## config.mk

```make
export PLATFORM = sky130hd
export DESIGN_NAME = td4_prog_mem
export DESIGN_NICKNAME = d
export VERILOG_FILES = /design/src/rtl/td4_prog_mem.sv
export SDC_FILE = /design/constraint.sdc
export NUM_CORES = 1
export LEC_CHECK = 0
export CAP_MARGIN = 15
export CELL_PAD_IN_SITES_DETAIL_PLACEMENT = 2
export CELL_PAD_IN_SITES_GLOBAL_PLACEMENT = 2
export CORE_MARGIN = 3
export CORE_UTILIZATION = 39
export DETAILED_ROUTE_END_ITERATION = 8
export PLACE_DENSITY = 0.68
export SLEW_MARGIN = 40
export SYNTH_ARGS = -nofsm -noshare
export SYNTH_HDL_FRONTEND = slang
export SYNTH_SLANG_ARGS = --single-unit
```

## constraint.sdc

```tcl
create_clock -name clk -period 11.65 [get_ports clk]
set_input_delay 1.165 -clock clk [delete_from_list [all_inputs] [get_ports clk]]
set_output_delay 1.165 -clock clk [all_outputs]
set_load 0.01 [all_outputs]
```

## src/rtl/td4_prog_mem.sv

```systemverilog
// TD4 program memory: streamed valid/ready loader, registered 1-cycle fetch.
// Define TD4_PROG_MEM_CHECKSUM_EN to add the load_csum output.
module td4_prog_mem #(
  parameter int ADDR_W = 4,
  parameter int OP_W   = 4,
  parameter int IMM_W  = 4
) (
  input  logic                   clk,
  input  logic                   rst,
  input  logic                   load_start,
  input  logic                   load_valid,
  output logic                   load_ready,
  input  logic [OP_W+IMM_W-1:0]  load_data,
  input  logic                   load_last,
  output logic                   load_busy,
  output logic                   load_done,
  output logic                   load_full,
  output logic [ADDR_W:0]        load_count,
`ifdef TD4_PROG_MEM_CHECKSUM_EN
  output logic [OP_W+IMM_W-1:0]  load_csum,
`endif
  input  logic                   fetch_en,
  input  logic [ADDR_W-1:0]      fetch_addr,
  output logic [OP_W-1:0]        opcode_out,
  output logic [IMM_W-1:0]       immediate_out,
  output logic                   fetch_valid
);

  localparam int W     = OP_W + IMM_W;
  localparam int DEPTH = 2 ** ADDR_W;

  localparam logic [1:0] S_IDLE = 2'd0;
  localparam logic [1:0] S_LOAD = 2'd1;
  localparam logic [1:0] S_DONE = 2'd2;

  localparam logic [ADDR_W-1:0] WLAST = {ADDR_W{1'b1}};

  logic [W-1:0]      mem_q [DEPTH];
  logic [1:0]        state_q, state_d;
  logic [ADDR_W-1:0] wptr_q, wptr_d;
  logic [ADDR_W:0]   count_q, count_d;
  logic              full_q, full_d;
  logic [OP_W-1:0]   op_q;
  logic [IMM_W-1:0]  imm_q;
  logic              fvalid_q;
  logic              beat;

  assign load_ready = (state_q == S_LOAD);
  assign load_busy  = (state_q == S_LOAD);
  assign load_done  = (state_q == S_DONE);
  assign load_full  = full_q;
  assign load_count = count_q;

  // A start pulse takes priority and drops any coincident beat.
  assign beat = load_valid & load_ready & ~load_start;

  always_comb begin
    state_d = state_q;
    wptr_d  = wptr_q;
    count_d = count_q;
    full_d  = full_q;
    if (load_start) begin
      state_d = S_LOAD;
      wptr_d  = '0;
      count_d = '0;
      full_d  = 1'b0;
    end else if (beat) begin
      wptr_d  = wptr_q + 1'b1;
      count_d = count_q + 1'b1;
      if (load_last || (wptr_q == WLAST)) begin
        state_d = S_DONE;
      end
      full_d = ~load_last & (wptr_q == WLAST);
    end
  end

  always_ff @(posedge clk or posedge rst) begin
    if (rst) begin
      state_q <= S_IDLE;
      wptr_q  <= '0;
      count_q <= '0;
      full_q  <= 1'b0;
    end else begin
      state_q <= state_d;
      wptr_q  <= wptr_d;
      count_q <= count_d;
      full_q  <= full_d;
    end
  end

  always_ff @(posedge clk or posedge rst) begin
    if (rst) begin
      for (int i = 0; i < DEPTH; i++) begin
        mem_q[i] <= '0;
      end
    end else if (beat) begin
      mem_q[wptr_q] <= load_data;
    end
  end

  // Reads sample the pre-edge array, giving read-before-write.
  always_ff @(posedge clk or posedge rst) begin
    if (rst) begin
      op_q     <= '0;
      imm_q    <= '0;
      fvalid_q <= 1'b0;
    end else begin
      fvalid_q <= fetch_en;
      if (fetch_en) begin
        {imm_q, op_q} <= mem_q[fetch_addr];
      end
    end
  end

  assign opcode_out    = op_q;
  assign immediate_out = imm_q;
  assign fetch_valid   = fvalid_q;

`ifdef TD4_PROG_MEM_CHECKSUM_EN
  logic [W-1:0] csum_q, csum_d;

  always_comb begin
    csum_d = csum_q;
    if (load_start) begin
      csum_d = '0;
    end else if (beat) begin
      csum_d = csum_q + load_data;
    end
  end

  always_ff @(posedge clk or posedge rst) begin
    if (rst) begin
      csum_q <= '0;
    end else begin
      csum_q <= csum_d;
    end
  end

  assign load_csum = csum_q;
`endif

endmodule
```

# --- After elaboration in Yosys (flattened, before gate mapping) ---
# Cells that the tools add are included.
op_classes:
  reduce_logical: 5
  magnitude_cmp: 3
  bitwise_logic: 7
  add_sub_neg: 2
  mux: 15
  eq_ne: 3
ops:
  columns: ["operator", "count"]
  rows:
  - ["$bwmux W128", 1]
  - ["$bmux W8 S4", 1]
  - ["$demux W8 S4", 1]
  - ["$mux W8", 3]
  - ["$ge A5 B5 Y1 const B", 2]
  - ["$mux W5", 2]
  - ["$not A4 Y5", 2]
  - ["$mux W4", 2]
  - ["$mux W2", 3]
  - ["$add A5 B1 Y5 const B", 1]
  - ["$lt A5 B1 Y1 const B", 1]
  - ["$add A4 B1 Y4 const B", 1]
  - ["$eq A4 B4 Y1 const B", 1]
  - ["$reduce_bool A2 Y1", 2]
  - ["$and A1 B1 Y1", 3]
  - ["$eq A2 B1 Y1 const B", 1]
  - ["$eq A2 B2 Y1 const B", 1]
  - ["$mux W1", 2]
  - ["$not A1 Y1", 2]
  - ["$reduce_and A2 Y1", 1]
  - ["$logic_and A1 B1 Y1", 1]
  - ["$logic_or A1 B1 Y1", 1]
totals:
  ff_bits: 149
  in_bits: 18
  output_inout_bits: 18
  wordCells: 58

# --- Depth between registers and ports, before layout ---
# Gate-level depths: netlist of run 1.
logic_depth:
  ltp_word: 6
  mapped_depth: 6
  mapped_depth_nobuf: 5

# --- Least setup slack after synthesis of run 1 ---
# Ideal clock, no wire load.
synth_timing:
  kind: "input to register"
  start: "input port load_start"
  end: "register mem_q[104] in the netlist's numbering"
  required_ns: 11.525
  arrival_ns: 2.367
  setup_slack_ns: 9.158
  setup_time_ns: 0.125
  path_buffers: 2
  stages: 5
  cell_sequence: "buf_4 -> nand2b_4 -> or4_1 -> buf_4 -> mux2_4"
synth_between:
  elab_chain_cells: 2
synth_rtl:
  columns: ["element", "line_no", "source"]
  rows:
  - ["start: declaration", "10", "input logic load_start,"]
  - ["$not A1 Y1", "55", "assign beat = load_valid & load_ready & ~load_start;"]
  - ["$and A1 B1 Y1", "55", null]
  - ["end signal: indexed assignment", "97", "mem_q[wptr_q] <= load_data;"]
  - ["end: declaration", "38", "logic [W-1:0] mem_q [DEPTH];"]
# Every way passes these cells.
# A chain may end at the register's enable or synchronous reset.

# --- Worst setup path in the final report of run 1 ---
layout_timing:
  start: "input port load_valid"
  end: "register mem_q[108] in the netlist's numbering"
layout_between:
  elab_chain_cells: 2
layout_rtl:
  columns: ["element", "line_no", "source"]
  rows:
  - ["start: declaration", "11", "input logic load_valid,"]
  - ["$and A1 B1 Y1 (2 in series)", "55", null]
# Every way passes these cells.

==> flow_summary.json, run 1 <==
{
  "nNetsFinal": 493,
  "chipWidth_um": 139,
  "worstPathRequired_ns": 11.96,
  "grt_pass1_vias": 4577,
  "synthFlopType": "dfrtp_1",
  "port_buffers": 35,
  "synthTopCellsByArea": "dfrtp_1, mux2_2, mux4_2, mux2_4, mux2i_1",
  "drc": 0,
  "ant_nets": 0,
  "ctsResizeCount": 0,
  "dr.pass1.iters": 4,
  "synthMostInstantiatedCell": "dfrtp_1",
  "fmax_mhz": 316,
  "multi_input_area_sq_um": 3000,
  "timing.final.crit_period_ns": 3.17,
  "cts_tree": "done",
  "start_util_pct": 39.9,
  "finClkSkew_ns": 0.00592,
  "cts_buffers": 17,
  "end_kind": "flop",
  "synth-edff-count": 0,
  "min_from": "mem_q[25]",
  "postLayoutSetupSlackWorst_ns": 8.48,
  "gp_congestion": 0.729,
  "vias_per_cell": 5.57,
  "vdd_drop_max_mv": 0.103,
  "yosysTopAreaCell": "dfrtp_1",
  "ctsHoldBuffers": 0,
  "slowest_stage": "or4_1",
  "crit_path_start": "load_valid",
  "setup.worst_path.class": "input pin to flop",
  "wirelength_um": 16900,
  "syn_avg_cell_area_sq_um": 15.5,
  "die_h_um": 139,
  "seq_area_frac_synth_pct": 54.0,
  "syn_inst": 445,
  "slew_headroom_pct": 46.2,
  "synth.top_cell.area_share_pct": 54.0,
  "cpPeakStageDelay_ns": 0.91,
  "dr_total_vias": 3941,
  "cp_max_fo": 12,
  "antenna_cells": 0,
  "slew_violations": 0,
  "tightest_slew_ns": 0.803,
  "netlist-cell-type-count": 38,
  "finalCritPeriodShare_pct": 27.2,
  "grt_max_degree": 88,
  "hpwl_um": 10700,
  "drt_first_iter_violations": 186,
  "h-tree-depth": 4,
  "hold_path_class": "flop to flop",
  "rows": 48,
  "grt_pass1_wl_um": 27200,
  "core_sq_um": 17300,
  "grtUsageTotal_pct": 18.5,
  "dp_worst_setup_slack_ns": 7.94,
  "hold_violations": 0,
  "cap_violations": 0,
  "syn_nets": 468,
  "cp_top_family": "simple AND/OR/NAND/NOR gates",
  "area_delta_synth_final_pct": 15.9,
  "grt_antenna_before_repair": 0,
  "synthTopCellsByCount": "dfrtp_1, mux2_2, mux4_2",
  "outcome": "finished, final reports clean",
  "tns_ns": 0,
  "num_io_pins": 36,
  "cp-start-kind": "input pin",
  "overflow": 0,
  "syn_area_sq_um": 6910,
  "clk_latency_ns": 0.43,
  "crit_path_cell_trace": "clkdlybuf4s50_1 > nand3b_2 > or4_1 > mux2_4",
  "r2r_start": "state_q[0]",
  "setup_viol": 0,
  "crit_buf_inv": 1,
  "leakagePower_nw": 3.72,
  "yosys_warnings": 0,
  "post_drt_wl_per_cell_um": 23.8,
  "rsz0062_at_grt": "false",
  "synth-seq-cells": 149,
  "clock_sinks": 149,
  "ctsLongestPathBuffers": 2,
  "seq_area_sq_um": 3730,
  "cts-root-buf": "clkbuf_16",
  "powerDensity_nw_per_um2": 162,
  "clk_pin_slew_ns": 0.06,
  "dieArea_sq_um": 19300,
  "cts_setup_buffers": 0,
  "cp.arrival_ns": 3.48,
  "synthArstFlopShare_pct": 100,
  "fillCellCount": 1631,
  "drive_gt1_share_pct": 44.9
}
kinds of logic (layout without fill, tap and decap cells):
family                     count (synthesis)  in the layout  synth area share [%]
AOI/OAI and AO/OA                         26             26                  2.61
xor gates and xnor gates                   4              4                 0.507
adders and majority gates                  5              5                 0.906
buffers and inverters                     37             75                  2.61
DFF                                      149            149                  54.0
muxes                                    170            170                  33.2
and+or+nand+nor                           54             54                  6.20
state kept, by name, summed over array words and instances, names as in the netlist:
| name | count |
|---|---|
| load_count | 5 |
| immediate_out | 4 |
| load_full | 1 |
| wptr_q | 4 |
| state_q | 2 |
| opcode_out | 4 |
| fetch_valid | 1 |
| mem_q | 128 |
worst paths after layout:
check | end | slack (ns) | cells past startpoint
worst max-delay path | mem_q[108] | 8.48 | 4
worst min-delay path | mem_q[25] | 0.50 | 1
worst max register to register | mem_q[108] | 9.28 | 3
worst min register to register | mem_q[25] | 0.50 | 1
max in group asynchronous | mem_q[22] | 9.37 | 3
min in group asynchronous | mem_q[58] | 1.24 | 2
metrics by stage:
step,util (%),instance area [sq um],power [mW],hold WS (ns),std cells
after CTS,46.3,8000,1.31,0.506,708
after floorplan,-,6910,0.696,0.474,445
after detailed placement,42.8,7400,0.747,0.492,676
after global placement,42.7,7390,0.737,0.482,676
after global routing,46.3,8000,1.36,0.518,708
final,46.3,8000,1.30,0.500,708
worst reg2reg max path: cells and delay by family (launching register included):
family,cells,cell delay (ns)
flops,1,0.54
mux,1,0.41
simple gates,2,1.30
layout make-up:
| cell class | count | share of cell area (%) |
|---|---|---|
| timing repair buffer | 37 | 4.49 |
| inverter | 6 | 0.375 |
| sequential | 149 | 46.6 |
| tap | 225 | 3.52 |
| clock buffer | 19 | 5.53 |
| multi-input combinational | 259 | 37.5 |
| clock inverter | 13 | 1.97 |
where the power goes:
part | switching [mW] | total, mW | internal, mW
Sequential | 0.0272 | 0.589 | 0.562
Combinational | 0.0659 | 0.147 | 0.0808
Clock | 0.220 | 0.561 | 0.341
placed cells by master (no fill, tap or decap), types with 5 or more instances in the layout:
cell / count
inv_1: 5
mux2i_1: 10
o22ai_1: 8
clkbuf_16: 17
mux4_2: 32
nor2_1: 16
dfrtp_1: 149
nor3_4: 5
clkdlybuf4s50_1: 32
mux2_2: 120
mux2_4: 8
nand3_2: 6
ha_1: 5
a221oi_1: 8
layer usage:
metal,vias to the layer above,routed length [um],GRT usage (%)
met5,-,0,0
met4,0,193,5.10
met3,16,407,4.21
met2,55,8640,31.1
met1,2158,7610,24.4
li1,1712,-,-
(Power assumes the default switching activity.)
==> run 2, diff against run 1 <==
clock period = 2.96 ns   (was 11.65 ns; I/O delays follow)
==> flow_summary.json, run 2 (synthesis results as in run 1) <==
{
  "antenna_cells": 0,
  "timing.final.crit_period_ns": 2.10,
  "stdcell_count": 718,
  "end_kind": "flop",
  "slew_violations": 0,
  "grtUsageTotal_pct": 18.6,
  "switching_share_pct": 23.2,
  "core_sq_um": 17300,
  "clk_pin_slew_ns": 0.06,
  "cts_buffers": 17,
  "drt_first_iter_violations": 138,
  "dp.cells": 685,
  "overflow": 0,
  "worstPathRequired_ns": 3.25,
  "drive_gt1_share_pct": 46.0,
  "ctsResizeCount": 0,
  "seq_area_sq_um": 3730,
  "cp.arrival_ns": 2.40,
  "slew_headroom_pct": 51.4,
  "start_util_pct": 39.9,
  "setup_viol": 0,
  "cts_setup_buffers": 0,
  "fmax_mhz": 475,
  "tightest_slew_ns": 0.729,
  "post_dp_cell_area_sq_um": 7470,
  "outcome": "finished, final reports clean",
  "dr_total_vias": 3957,
  "chipWidth_um": 139,
  "vias_per_cell": 5.51,
  "tns_ns": 0,
  "reg2reg_slack_ns": 0.86,
  "cts-root-buf": "clkbuf_16",
  "hold_path_class": "input pin to async pin",
  "power_frac_seq_pct": 43.7,
  "post_drt_wl_per_cell_um": 23.3,
  "cp_max_fo": 8,
  "drc": 0,
  "cp-start-kind": "flop",
  "num_io_pins": 36,
  "nNetsFinal": 503,
  "p_int_mw": 4.08,
  "rows": 48,
  "finalCritPeriodShare_pct": 71.1,
  "net-switching-power_mw": 1.23,
  "die_h_um": 139,
  "largest_register_ffs": 128,
  "grt_pass1_vias": 4656,
  "final_cell_mix": "dfrtp_1, mux2_2, clkdlybuf4s50_1",
  "rsz0062_at_grt": "false",
  "grt_pass1_wl_um": 27700,
  "vdd_drop_max_mv": 0.412,
  "ctsHoldBuffers": 0,
  "clk_latency_ns": 0.42,
  "leakagePower_nw": 3.79,
  "cts_tree": "done",
  "p_clk_share_pct": 45.1,
  "gp_congestion": 0.745,
  "powerDensity_nw_per_um2": 651,
  "dr.pass1.iters": 4,
  "ant_nets": 0,
  "grt_antenna_before_repair": 0,
  "area_delta_synth_final_pct": 18.1,
  "cap_violations": 0,
  "clock_sinks": 149,
  "p_comb_share_pct": 11.1,
  "ctsLongestPathBuffers": 2,
  "dieArea_sq_um": 19300,
  "hold_violations": 0,
  "final_common_cell": "dfrtp_1",
  "top_register": "mem_q",
  "hpwl_um": 10700,
  "h-tree-depth": 4,
  "finClkSkew_ns": 0.00992,
  "grt_max_degree": 150,
  "fillCellCount": 1633,
  "port_buffers": 35,
  "wirelength_um": 16800,
  "multi_input_area_sq_um": 3000,
  "setup.worst_path.class": "flop to flop",
  "final_area_sq_um": 8150
}
-- run 2: final cells by class --
type | instances | share of cell area (%)
Sequential cell | 149 | 45.7
Multi-Input combinational cell | 259 | 36.8
Timing Repair Buffer | 47 | 5.68
Clock buffer | 19 | 5.55
Tap cell | 225 | 3.45
Clock inverter | 13 | 2.50
Inverter | 6 | 0.322
-- run 2: per-stage QoR --
stage	total power, mW	hold WS [ns]	utilization [%]	worst slack, ns
floorplan	2.74	0.327	-	0.789
global placement	2.91	0.482	43.2	0.646
detailed placement	2.95	0.490	43.2	0.597
CTS	5.37	0.493	47.0	0.843
global route	5.54	0.347	47.1	0.766
finish	5.31	0.330	47.1	0.857
-- run 2: critical path, stage by stage (launching register included) --
cell and delay [ns]:
dfrtp_1 0.42, inv_1 0.13, ha_1 0.21, nand2b_4 0.09, or4_1 0.72, mux2_4 0.41
-- run 2: final timing paths --
path,startpoint,end,cells after the start
worst max register to register,wptr_q[0],mem_q[109],5
min in group clk,mem_q[55],mem_q[55],1
worst min register to register,mem_q[55],mem_q[55],1
worst min-delay path,rst,mem_q[122],3
worst max-delay path,wptr_q[0],mem_q[109],5
max in group asynchronous,rst,mem_q[115],4
-- run 2: metal layers --
layer	GRT usage (%)	share of wire (%)	vias to the layer above
met5	0	0	-
met2	32.1	52	62
met4	5.36	1.4	0
met3	4.10	2.5	17
met1	23.8	44	2147
li1	-	-	1731
-- run 2: power groups by stage --
stage                     registers [mW]  clock network, mW  logic, mW
final                               2.32               2.40      0.590
after global routing                2.34               2.56      0.643
after CTS                           2.32               2.45      0.600
after detailed placement            2.36                  0      0.594
after global placement              2.34                  0      0.571
after floorplan                     2.32                  0      0.422
==> patch 1 (settings of run 2) <==
Add a define of `TD4_PROG_MEM_CHECKSUM_EN`.
--- a/src/rtl/td4_prog_mem.sv
+++ b/src/rtl/td4_prog_mem.sv
@@ -1,5 +1,7 @@
 // TD4 program memory: streamed valid/ready loader, registered 1-cycle fetch.
 // Define TD4_PROG_MEM_CHECKSUM_EN to add the load_csum output.
+`define TD4_PROG_MEM_CHECKSUM_EN
+
 module td4_prog_mem #(
   parameter int ADDR_W = 4,
   parameter int OP_W   = 4,
Formal check against the unedited RTL (old outputs only; new: load_csum): same outputs for any inputs over 4 cycles, from zero or initial values and one cycle with rst high; that may be too few to reach the edited logic, so the function may still have changed.
==> patch 1 against run 2 <==
- sequential cell count rose by 8
- sequential share of layout area down 1.7 points
- die area up 7.5%
- via count up 12%
- design area grew 9.3%
- global-route usage grew 1.6 points
- setup slack got worse by 0.097 ns
- total power rose by 6.0%
- combinational power increased by 23%
- wire length is 19% higher
- synthesized cell count rose by 14%
- synthesized area increased by 7.8%
==> patch 1: results <==
INSERT INTO impl_metrics (metric_group, metric, value, unit) VALUES
('synthesis', 'synthAdderAreaFrac', '0.0229', ''),
('drt', 'route.layer.met1.wl', '9190', 'um'),
('worst_setup_path', 'worst_r2r_startpoint', 'state_q[1]', ''),
('placement', 'placement.io_buffers', '43', ''),
('worst_setup_path', 'timing.rr.end', 'load_csum[7]', ''),
('synthesis', 'synth_compound_area_frac', '0.0311', ''),
('finish', 'n_fill_cell', '1702', ''),
('grt', 'grt_util_met3', '0.0364', ''),
('drt', 'via_count', '4448', ''),
('sta', 'skew', '0.0116', 'ns'),
('worst_setup_path', 'reg2reg_setup_slack', '0.76', 'ns'),
('grt', 'grt_pass1_vias', '5143', ''),
('grt', 'globalRouteTotalUtil', '0.202', ''),
('worst_setup_path', 'timing.critical_path.slowest_cell_delay', '0.49', 'ns'),
('synthesis', 'syn_nets', '540', ''),
('grt', 'first_pass_grt_wire_length', '31200', 'um'),
('finish', 'final_layout_size_suffix_gt1_frac', '0.409', ''),
('status', 'run_status', 'completed', ''),
('sta', 'fmax', '0.454', 'GHz'),
('drt', 'wl_met3', '499', 'um');
patch 1: how the worst max path moves through the flow:
stage | start | cells past startpoint | end | slack [ns]
floorplan | rst | 1 | fetch_valid | 0.68
global placement | load_data[2] | 7 | load_csum[7] | 0.40
detailed placement | load_data[2] | 7 | load_csum[7] | 0.42
CTS | state_q[1] | 4 | mem_q[83] | 0.72
global route | state_q[1] | 6 | load_csum[7] | 0.63
finish | state_q[1] | 6 | load_csum[7] | 0.76
patch 1: through the flow:
stage          instances  setup slack [ns]   util
3_5_place_dp         768             0.419  0.449
4_1_cts              800             0.720  0.485
5_1_grt              801             0.630  0.486
6_report             801             0.760  0.486
2_1_floorplan        509             0.677      -
3_3_place_gp         768             0.404  0.449
patch 1: critical path: cells and delay by family (launching register included):
family                 cells  cell delay (ns)
flip-flops                 1             0.40
multiplexers               1             0.32
buffers and inverters      1             0.38
AO/OA/AOI/OAI              1             0.10
AND/OR/NAND/NOR            3             0.88
patch 1: power groups by stage:
stage	combinational, mW	sequential [mW]	clock, mW
6_report	0.723	2.44	2.46
2_1_floorplan	0.458	2.45	0
5_1_grt	0.789	2.46	2.60
4_1_cts	0.736	2.44	2.52
3_3_place_gp	0.694	2.45	0
3_5_place_dp	0.728	2.47	0
patch 1: layout make-up:
class | instances | area [um2] | area share
flip-flops and latches | 157 | 3930 | 0.441
multi-input cells | 317 | 3360 | 0.377
repair buffers | 63 | 663 | 0.0744
clock buffers | 22 | 474 | 0.0532
well taps | 229 | 287 | 0.0321
clock inverters | 10 | 184 | 0.0206
inverters | 3 | 15.0 | 0.00168
==> patch 2 (config.mk and constraints of run 2) <==
Without the edit above. Register the output `load_count` once more, with the module's reset; this adds one clock of latency there. The other outputs are not delayed to match.
--- a/src/rtl/td4_prog_mem.sv
+++ b/src/rtl/td4_prog_mem.sv
@@ -49,7 +49,13 @@
   assign load_busy  = (state_q == S_LOAD);
   assign load_done  = (state_q == S_DONE);
   assign load_full  = full_q;
-  assign load_count = count_q;
+  always_ff @(posedge clk or posedge rst) begin
+    if (rst) begin
+      load_count <= '0;
+    end else begin
+      load_count <= count_q;
+    end
+  end
 
   // A start pulse takes priority and drops any coincident beat.
   assign beat = load_valid & load_ready & ~load_start;
Formal check against the unedited RTL: not equivalent (Yosys sat finds a counterexample within 4 cycles, from zero or initial values and one cycle with rst high).
==> patch 2 against run 2 <==
- total power decreased by 2.5%
- sequential cell count increased by 5
- utilization about the same
- synthesized area increased by 1.8%
- final cell count increased by 1.3%
- hold slack got worse by 0.017 ns
- sequential power increased by 3%
- setup slack got worse by 0.022 ns
- wire length increased by 7.3%
- via count increased by 1.4%
- design area increased by 1.0%
- clock power decreased by 8.7%
- critical path depth unchanged
- critical path type unchanged
==> patch 2: results <==
INSERT INTO impl_metrics (metric_group, metric, value, unit) VALUES
('status', 'run_status', 'completed', ''),
('grt', 'first_pass_grt_wire_length', '29200', 'um'),
('placement', 'dp_hpwl', '12100', 'um'),
('worst_setup_path', 'timing.rr.end', 'mem_q[111]', ''),
('finish', 'finish.net_count', '512', ''),
('worst_setup_path', 'cp.arrival', '2.43', 'ns'),
('drt', 'drt-initial-drc-count', '155', ''),
('power_and_ir_drop', 'cellLeakagePower', '3.84', 'nW'),
('worst_setup_path', 'reg2reg_setup_slack', '0.83', 'ns'),
('drt', 'met2WireLength', '9110', 'um'),
('drt', 'wl_met3', '553', 'um'),
('drt', 'route.layer.met1.wl', '8160', 'um'),
('grt', 'globalRouteTotalUtil', '0.198', ''),
('grt', 'grt_start_max_net_pins', '69', ''),
('power_and_ir_drop', 'irDropWorstVdd', '406', 'uV'),
('drt', 'routedWlPerCell', '24.7', 'um'),
('synthesis', 'synth_top_cells_by_count', 'sky130_fd_sc_hd__dfrtp_1, sky130_fd_sc_hd__mux2_2, sky130_fd_sc_hd__mux4_2, sky130_fd_sc_hd__nor2_1, sky130_fd_sc_hd__mux2i_1', ''),
('sta', 'skew', '0.00717', 'ns'),
('placement', 'global_placement_routability_congestion', '0.727', ''),
('placement', 'detailed_place.area', '0.00764', 'mm2');
patch 2: changes by cell type in the layout (fill, tap and decap cells not counted), sizes merged:
cell             run 2  this run
dfrtp              149       154
inv                  5        10
buf                 14        18
bufinv               5         2
clkbuf              19        17
clkinv               4         5
clkinvlp             5         4
patch 2: per-stage QoR:
step	instances	utilization	setup slack [ns]
floorplan	450	-	0.719
CTS	727	0.471	0.811
detailed placement	695	0.437	0.450
finish	727	0.471	0.834
global placement	695	0.437	0.516
global route	727	0.471	0.735
patch 2: critical path, cell delays in order (launching register included):
cell                       delay [ns]
sky130_fd_sc_hd__dfrtp_1         0.41
sky130_fd_sc_hd__inv_1           0.13
sky130_fd_sc_hd__ha_1            0.23
sky130_fd_sc_hd__nand2b_4        0.10
sky130_fd_sc_hd__or4_1           0.73
sky130_fd_sc_hd__mux2_4          0.41
patch 2: logic make-up (layout without fill, tap and decap cells):
family / Yosys count / in the layout / synth area share
buffers and inverters: 37 / 89 / 0.0256
and+or+nand+nor: 54 / 54 / 0.0609
muxes: 170 / 170 / 0.326
AOI/OAI and AO/OA: 26 / 26 / 0.0256
xor gates and xnor gates: 4 / 4 / 0.00498
DFF: 154 / 154 / 0.548
adders and majority gates: 5 / 5 / 0.00890
patch 2: report_power, final:
group          internal (mW)  switching [mW]
clock                   1.26           0.927
combinational          0.332           0.268
sequential              2.28           0.106
total                   3.87            1.30
patch 2: layout make-up:
type,count,area (um2)
Clock buffer,17,425
Fill cell,1625,9240
Sequential cell,154,3850
Inverter,6,26.3
Multi-Input combinational cell,259,3000
Clock inverter,15,165
Tap cell,225,282
Timing Repair Buffer,51,485
patch 2: routing by layer:
layer,track usage,vias to the layer above
met5,0,-
met4,0.0418,0
met3,0.0454,10
met2,0.327,58
met1,0.270,2190
li1,-,1755
